File: src/rtl/mem_stage_data_access.sv
// MEM-stage data-memory access unit: turns an EX/MEM load/store into a req/ack
// transaction, steers store lanes, extends load data and stalls until done.
module mem_stage_data_access #(
    parameter int unsigned TIMEOUT_CYCLES = 255
) (
    input  logic        clk,
    input  logic        reset,
    input  logic [31:0] memAddress,
    input  logic [31:0] memWriteData,
    input  logic        memRead,
    input  logic        memWrite,
    input  logic [2:0]  memFunct3,
    output logic        dmemReq,
    output logic        dmemWe,
    output logic [31:0] dmemAddr,
    output logic [31:0] dmemWdata,
    output logic [3:0]  dmemByteEn,
    input  logic [31:0] dmemRdata,
    input  logic        dmemAck,
    output logic [31:0] memMemoryData,
    output logic        memStall,
    output logic        memAccessFault,
    output logic        memTimeout,
    output logic [1:0]  fsm_state
);
    localparam logic [1:0] IDLE = 2'd0;
    localparam logic [1:0] BUSY = 2'd1;
    localparam logic [1:0] DONE = 2'd2;
    localparam logic [15:0] TIMEOUT_LIMIT = 16'(TIMEOUT_CYCLES);

    logic [1:0]  state;
    logic [15:0] busy_count;
    logic [1:0]  lat_offset;
    logic [2:0]  lat_funct3;
    logic        access;
    logic        funct3_legal;
    logic        misaligned;
    logic        access_fault;
    logic        access_ok;
    logic        timed_out;
    logic [3:0]  byte_en;
    logic [31:0] wdata;
    logic [31:0] shifted;
    logic [31:0] load_value;

    assign fsm_state = state;

    always_comb begin
        access = memRead | memWrite;
        funct3_legal = 1'b0;
        case (memFunct3)
            3'b000, 3'b001, 3'b010: funct3_legal = 1'b1;
            3'b100, 3'b101:         funct3_legal = ~memWrite;
            default:                funct3_legal = 1'b0;
        endcase
        misaligned = ((memFunct3[1:0] == 2'b01) & memAddress[0])
                   | ((memFunct3[1:0] == 2'b10) & (memAddress[1:0] != 2'b00));
        access_fault = access & ((memRead & memWrite) | ~funct3_legal | misaligned);
        access_ok = access & ~access_fault;
    end

    // Lane selection follows access size for loads too, so the memory sees
    // which bytes are actually being read.
    always_comb begin
        byte_en = 4'b1111;
        wdata = memWriteData;
        case (memFunct3[1:0])
            2'b00: begin
                byte_en = 4'b0001 << memAddress[1:0];
                wdata = {4{memWriteData[7:0]}};
            end
            2'b01: begin
                byte_en = memAddress[1] ? 4'b1100 : 4'b0011;
                wdata = {2{memWriteData[15:0]}};
            end
            default: begin
                byte_en = 4'b1111;
                wdata = memWriteData;
            end
        endcase
    end

    always_comb begin
        shifted = dmemRdata >> {lat_offset, 3'b000};
        case (lat_funct3)
            3'b000:  load_value = {{24{shifted[7]}}, shifted[7:0]};
            3'b001:  load_value = {{16{shifted[15]}}, shifted[15:0]};
            3'b100:  load_value = {24'd0, shifted[7:0]};
            3'b101:  load_value = {16'd0, shifted[15:0]};
            default: load_value = dmemRdata;
        endcase
        timed_out = (busy_count + 16'd1) == TIMEOUT_LIMIT;
    end

    assign memStall = ~reset & (((state == IDLE) & access_ok) | (state == BUSY));

    always_ff @(posedge clk or posedge reset) begin
        if (reset) begin
            state          <= IDLE;
            busy_count     <= 16'd0;
            lat_offset     <= 2'd0;
            lat_funct3     <= 3'd0;
            dmemReq        <= 1'b0;
            dmemWe         <= 1'b0;
            dmemAddr       <= 32'd0;
            dmemWdata      <= 32'd0;
            dmemByteEn     <= 4'd0;
            memMemoryData  <= 32'd0;
            memAccessFault <= 1'b0;
            memTimeout     <= 1'b0;
        end else begin
            memAccessFault <= 1'b0;
            memTimeout     <= 1'b0;
            case (state)
                IDLE: begin
                    if (access_ok) begin
                        state      <= BUSY;
                        busy_count <= 16'd0;
                        lat_offset <= memAddress[1:0];
                        lat_funct3 <= memFunct3;
                        dmemReq    <= 1'b1;
                        dmemWe     <= memWrite;
                        dmemAddr   <= {memAddress[31:2], 2'b00};
                        dmemWdata  <= wdata;
                        dmemByteEn <= byte_en;
                    end else if (access_fault) begin
                        memAccessFault <= 1'b1;
                        memMemoryData  <= 32'd0;
                    end
                end
                BUSY: begin
                    // Ack takes priority over a timeout landing on the same edge.
                    if (dmemAck) begin
                        dmemReq       <= 1'b0;
                        memMemoryData <= dmemWe ? 32'd0 : load_value;
                        state         <= DONE;
                    end else if (timed_out) begin
                        dmemReq       <= 1'b0;
                        memMemoryData <= 32'd0;
                        memTimeout    <= 1'b1;
                        state         <= DONE;
                    end else begin
                        busy_count <= busy_count + 16'd1;
                    end
                end
                DONE:    state <= IDLE;
                default: state <= IDLE;
            endcase
        end
    end
endmodule

File: config.mk
export PLATFORM = sky130hd
export DESIGN_NAME = mem_stage_data_access
export DESIGN_NICKNAME = d
export VERILOG_FILES = /design/src/rtl/mem_stage_data_access.sv
export SDC_FILE = /design/constraint.sdc
export NUM_CORES = 1
export LEC_CHECK = 0
export ABC_AREA = 1
export CAP_MARGIN = 20
export CORE_ASPECT_RATIO = 2
export CORE_UTILIZATION = 48
export CTS_BUF_LIST = sky130_fd_sc_hd__clkbuf_8
export DETAILED_ROUTE_END_ITERATION = 8
export PLACE_DENSITY = 0.91
export SYNTH_ARGS = -nofsm -noshare
export SYNTH_HDL_FRONTEND = slang
export SYNTH_SLANG_ARGS = --single-unit
File: constraint.sdc
create_clock -name clk -period 6.7 [get_ports clk]
set_clock_uncertainty 0.2 [all_clocks]
set_input_delay 1.675 -clock clk [delete_from_list [all_inputs] [get_ports clk]]
set_output_delay 1.675 -clock clk [all_outputs]
set_load 0.005 [all_outputs]
==> out/summary.txt <==
run status: finished clean
Core ar.: 0.0130 mm^2
Tightest Pin Transition: 0.911 ns
remaining global-route overflow: 0
post-synthesis adder-cell area fraction: 0.390%
global-route wire length before repair: 32500 um
RD Place Congestion: 0.924
GRT Total Usage: 30.0%
post-synthesis xor/xnor area fraction: 0.273%
fin nets: 1110
Max clock buf depth: 2
Die Area: 0.0139 mm^2
Synth area leader: dfrtp_1
drt total wl: 19900 um
WP data arrival: 3.74 ns
drt initial violations: 664
Worst VDD drop: 214 uV
max-slew violation count: 0
top post-synthesis cells by area: dfrtp_1, nand2_1, o21ai_0, nand4_1, nand3_1
Synth Register Bits: 125
drt drc: 0
synthesized area: 0.00641 mm^2
clock sink total: 125
post-synth cell types: 40
CTS tree: yes
Setup CP Type: in2out
Req. time, crit path: 4.83 ns
Worst slew margin: 39.3%
critical path endpoint category: primary output
initial antenna violation count: 0
min cycle time layout: 5.61 ns
complex-gate fraction of the synthesized area: 15.1%
Final setup viols: 0
Ys Warns: 0
area grow syn2layout: 39.7%
Simple-Gate Fraction of Synth Area: 28.3%
max cap viols: 0
Num CTS Buffers: 17
Initial Utilization: 49.3%
DR pass1 iterations: 5
post-placement setup slack: 1.12 ns
Top Ports: 211
worst skew pair latency: 0.44 ns
CTS clk-pin slew, worst paths: 0.08 ns
Post-Route Utilization: 68.9%
top-area cell type share of the netlist area: 48.8%
num rows: 59
combinational family with the most area after synthesis: simple AND/OR/NAND/NOR gates
HPWL after detailed placement: 14200 um
sequential fraction of the synthesis area: 48.8%
Avg WL per Cell: 17.1 um
largest net degree at the start of global routing: 99
post-route setup slack: 1.09 ns
Power Density: 303 mW/mm^2
Tightest Hold Check Type: reg2reg
P_leak: 4.14 nW
Die Y: 165 um
CP startpoint kind: primary input
syn_area_per_cell: 7.83 um^2
H-tree lvl count: 4
post-cts resize count: 0
Final ANT Viol Nets: 0
post-synthesis cell count: 819
antenna diode count: 0
DR vias: 6739
fill cell count: 998
Tcrit/Tclk final: 83.8%
via/cell ratio: 5.77
Placed Cells: 1135
die width: 83.7 um
Final Instance Count excl. Fillers: 1168
share of layout cells above drive strength 1: 6.30%
Max Clk Rate: 178 MHz
final setup TNS: 0 ns
unrepaired setup endpoints after global routing: false
Post-CTS Repair Setup Buffers: 0
Post-CTS Hold Fix Bufs: 0
final hold violations: 0
mux contribution to synthesized area: 0%
vias in the first global route: 6646
final hold slack: 0.273 ns
clk root buf: clkbuf_8
Critical Path Fanout Max: 30
port bufs: 208
[sequential cells by signal, summed over array words and instances (netlist names)]
signal	cells
dmemAddr	30
dmemWe	1
memMemoryData	32
lat_funct3	3
busy_count	16
dmemReq	1
dmemByteEn	4
memTimeout	1
dmemWdata	32
lat_offset	2
fsm_state	2
memAccessFault	1
[synthesized netlist by cell type, drive strengths merged]
master / number
nand2: 269
dfrtp: 125
o21ai: 62
nor2: 61
inv: 56
nand4: 44
nand3: 42
a21oi: 35
clkbuf: 34
buf: 18
o211ai: 18
a2bb2oi: 8
a211oi: 7
a31oi: 7
o21a: 7
o221ai: 7
a22o: 5
clkinv: 3
and2: 2
ha: 2
conb: 1
nand3b: 1
nor3: 1
nor4: 1
o31ai: 1
xnor2: 1
xor2: 1
[report_power, final]
group / internal (mW) / switching (mW) / leakage (nW)
combinational: 0.510 / 0.445 / 2.35
sequential: 0.944 / 0.151 / 1.60
clock: 0.340 / 0.321 / 0.191
total: 1.79 / 0.917 / 4.14
[metrics by stage]
step / instance area (um^2) / power [mW]
final: 8960 / 2.71
after global routing: 8960 / 2.87
after CTS: 8910 / 2.71
after detailed placement: 8520 / 2.04
after global placement: 8520 / 2.01
after floorplan: 6410 / 1.49
[cells by family (layout without fill, tap and decap cells)]
| group | count (synthesis) | in the layout |
|---|---|---|
| other cells | 1 | 2 |
| xor+xnor | 2 | 2 |
| fa+ha+maj | 2 | 2 |
| simple gates | 421 | 421 |
| flops | 125 | 125 |
| buf+inv | 111 | 307 |
| compound gates | 157 | 157 |
[metal layers]
| metal | routed length (um) | global-route usage (%) | vias to the layer above | share of wire (%) |
|---|---|---|---|---|
| met1 | 6850 | 32.4 | 3186 | 34 |
| met3 | 1340 | 7.11 | 107 | 6.7 |
| met4 | 1290 | 19.8 | 0 | 6.5 |
| li1 | - | - | 3109 | - |
| met2 | 10500 | 52.1 | 337 | 52 |
| met5 | 0 | 0 | - | 0 |
[layout by cell type (no fill, tap or decap), types with 3 or more instances in the layout]
| master | n |
|---|---|
| a211oi_1 | 7 |
| a21oi_1 | 34 |
| a22o_1 | 5 |
| a2bb2oi_1 | 8 |
| a31oi_1 | 7 |
| buf_4 | 7 |
| clkbuf_8 | 18 |
| clkdlybuf4s50_1 | 208 |
| clkinv_1 | 3 |
| clkinv_4 | 6 |
| clkinvlp_4 | 3 |
| dfrtp_1 | 125 |
| inv_1 | 52 |
| inv_2 | 3 |
| nand2_1 | 266 |
| nand3_1 | 40 |
| nand4_1 | 44 |
| nor2_1 | 49 |
| nor2_2 | 9 |
| nor2_4 | 3 |
| o211ai_1 | 18 |
| o21a_1 | 7 |
| o21ai_0 | 58 |
| o221ai_1 | 7 |
[path summary, 6_finish.rpt]
| path | startpoint | endpoint | slack [ns] | cells after the start |
|---|---|---|---|---|
| max | memFunct3[1] | memStall | 1.09 | 9 |
| min | dmemAddr[26] | dmemAddr[26] | 0.27 | 2 |
| max reg2reg | lat_offset[0] | memMemoryData[30] | 3.37 | 11 |
| min reg2reg | dmemAddr[26] | dmemAddr[26] | 0.27 | 2 |
| max in group asynchronous | reset | dmemAddr[23] | 3.71 | 3 |
| min in group asynchronous | reset | dmemReq | 1.43 | 2 |
[cell type report]
type	count	area, um^2	share of cell area [%]
inverter	59	224	2.50
clock buffer	18	248	2.77
sequential	125	3130	34.9
timing repair buffer	217	2180	24.3
multi-input combinational	584	2840	31.8
tap	152	190	2.12
clock inverter	13	145	1.62
[worst max-delay path, stage by stage]
cell             delay [ns]
clkdlybuf4s50_1        0.45
buf_4                  0.29
nor2_2                 0.17
a21oi_1                0.17
nand2_1                0.12
nor2_4                 0.12
inv_2                  0.07
a21oi_1                0.13
clkdlybuf4s50_1        0.53
(Power assumes the default switching activity.)
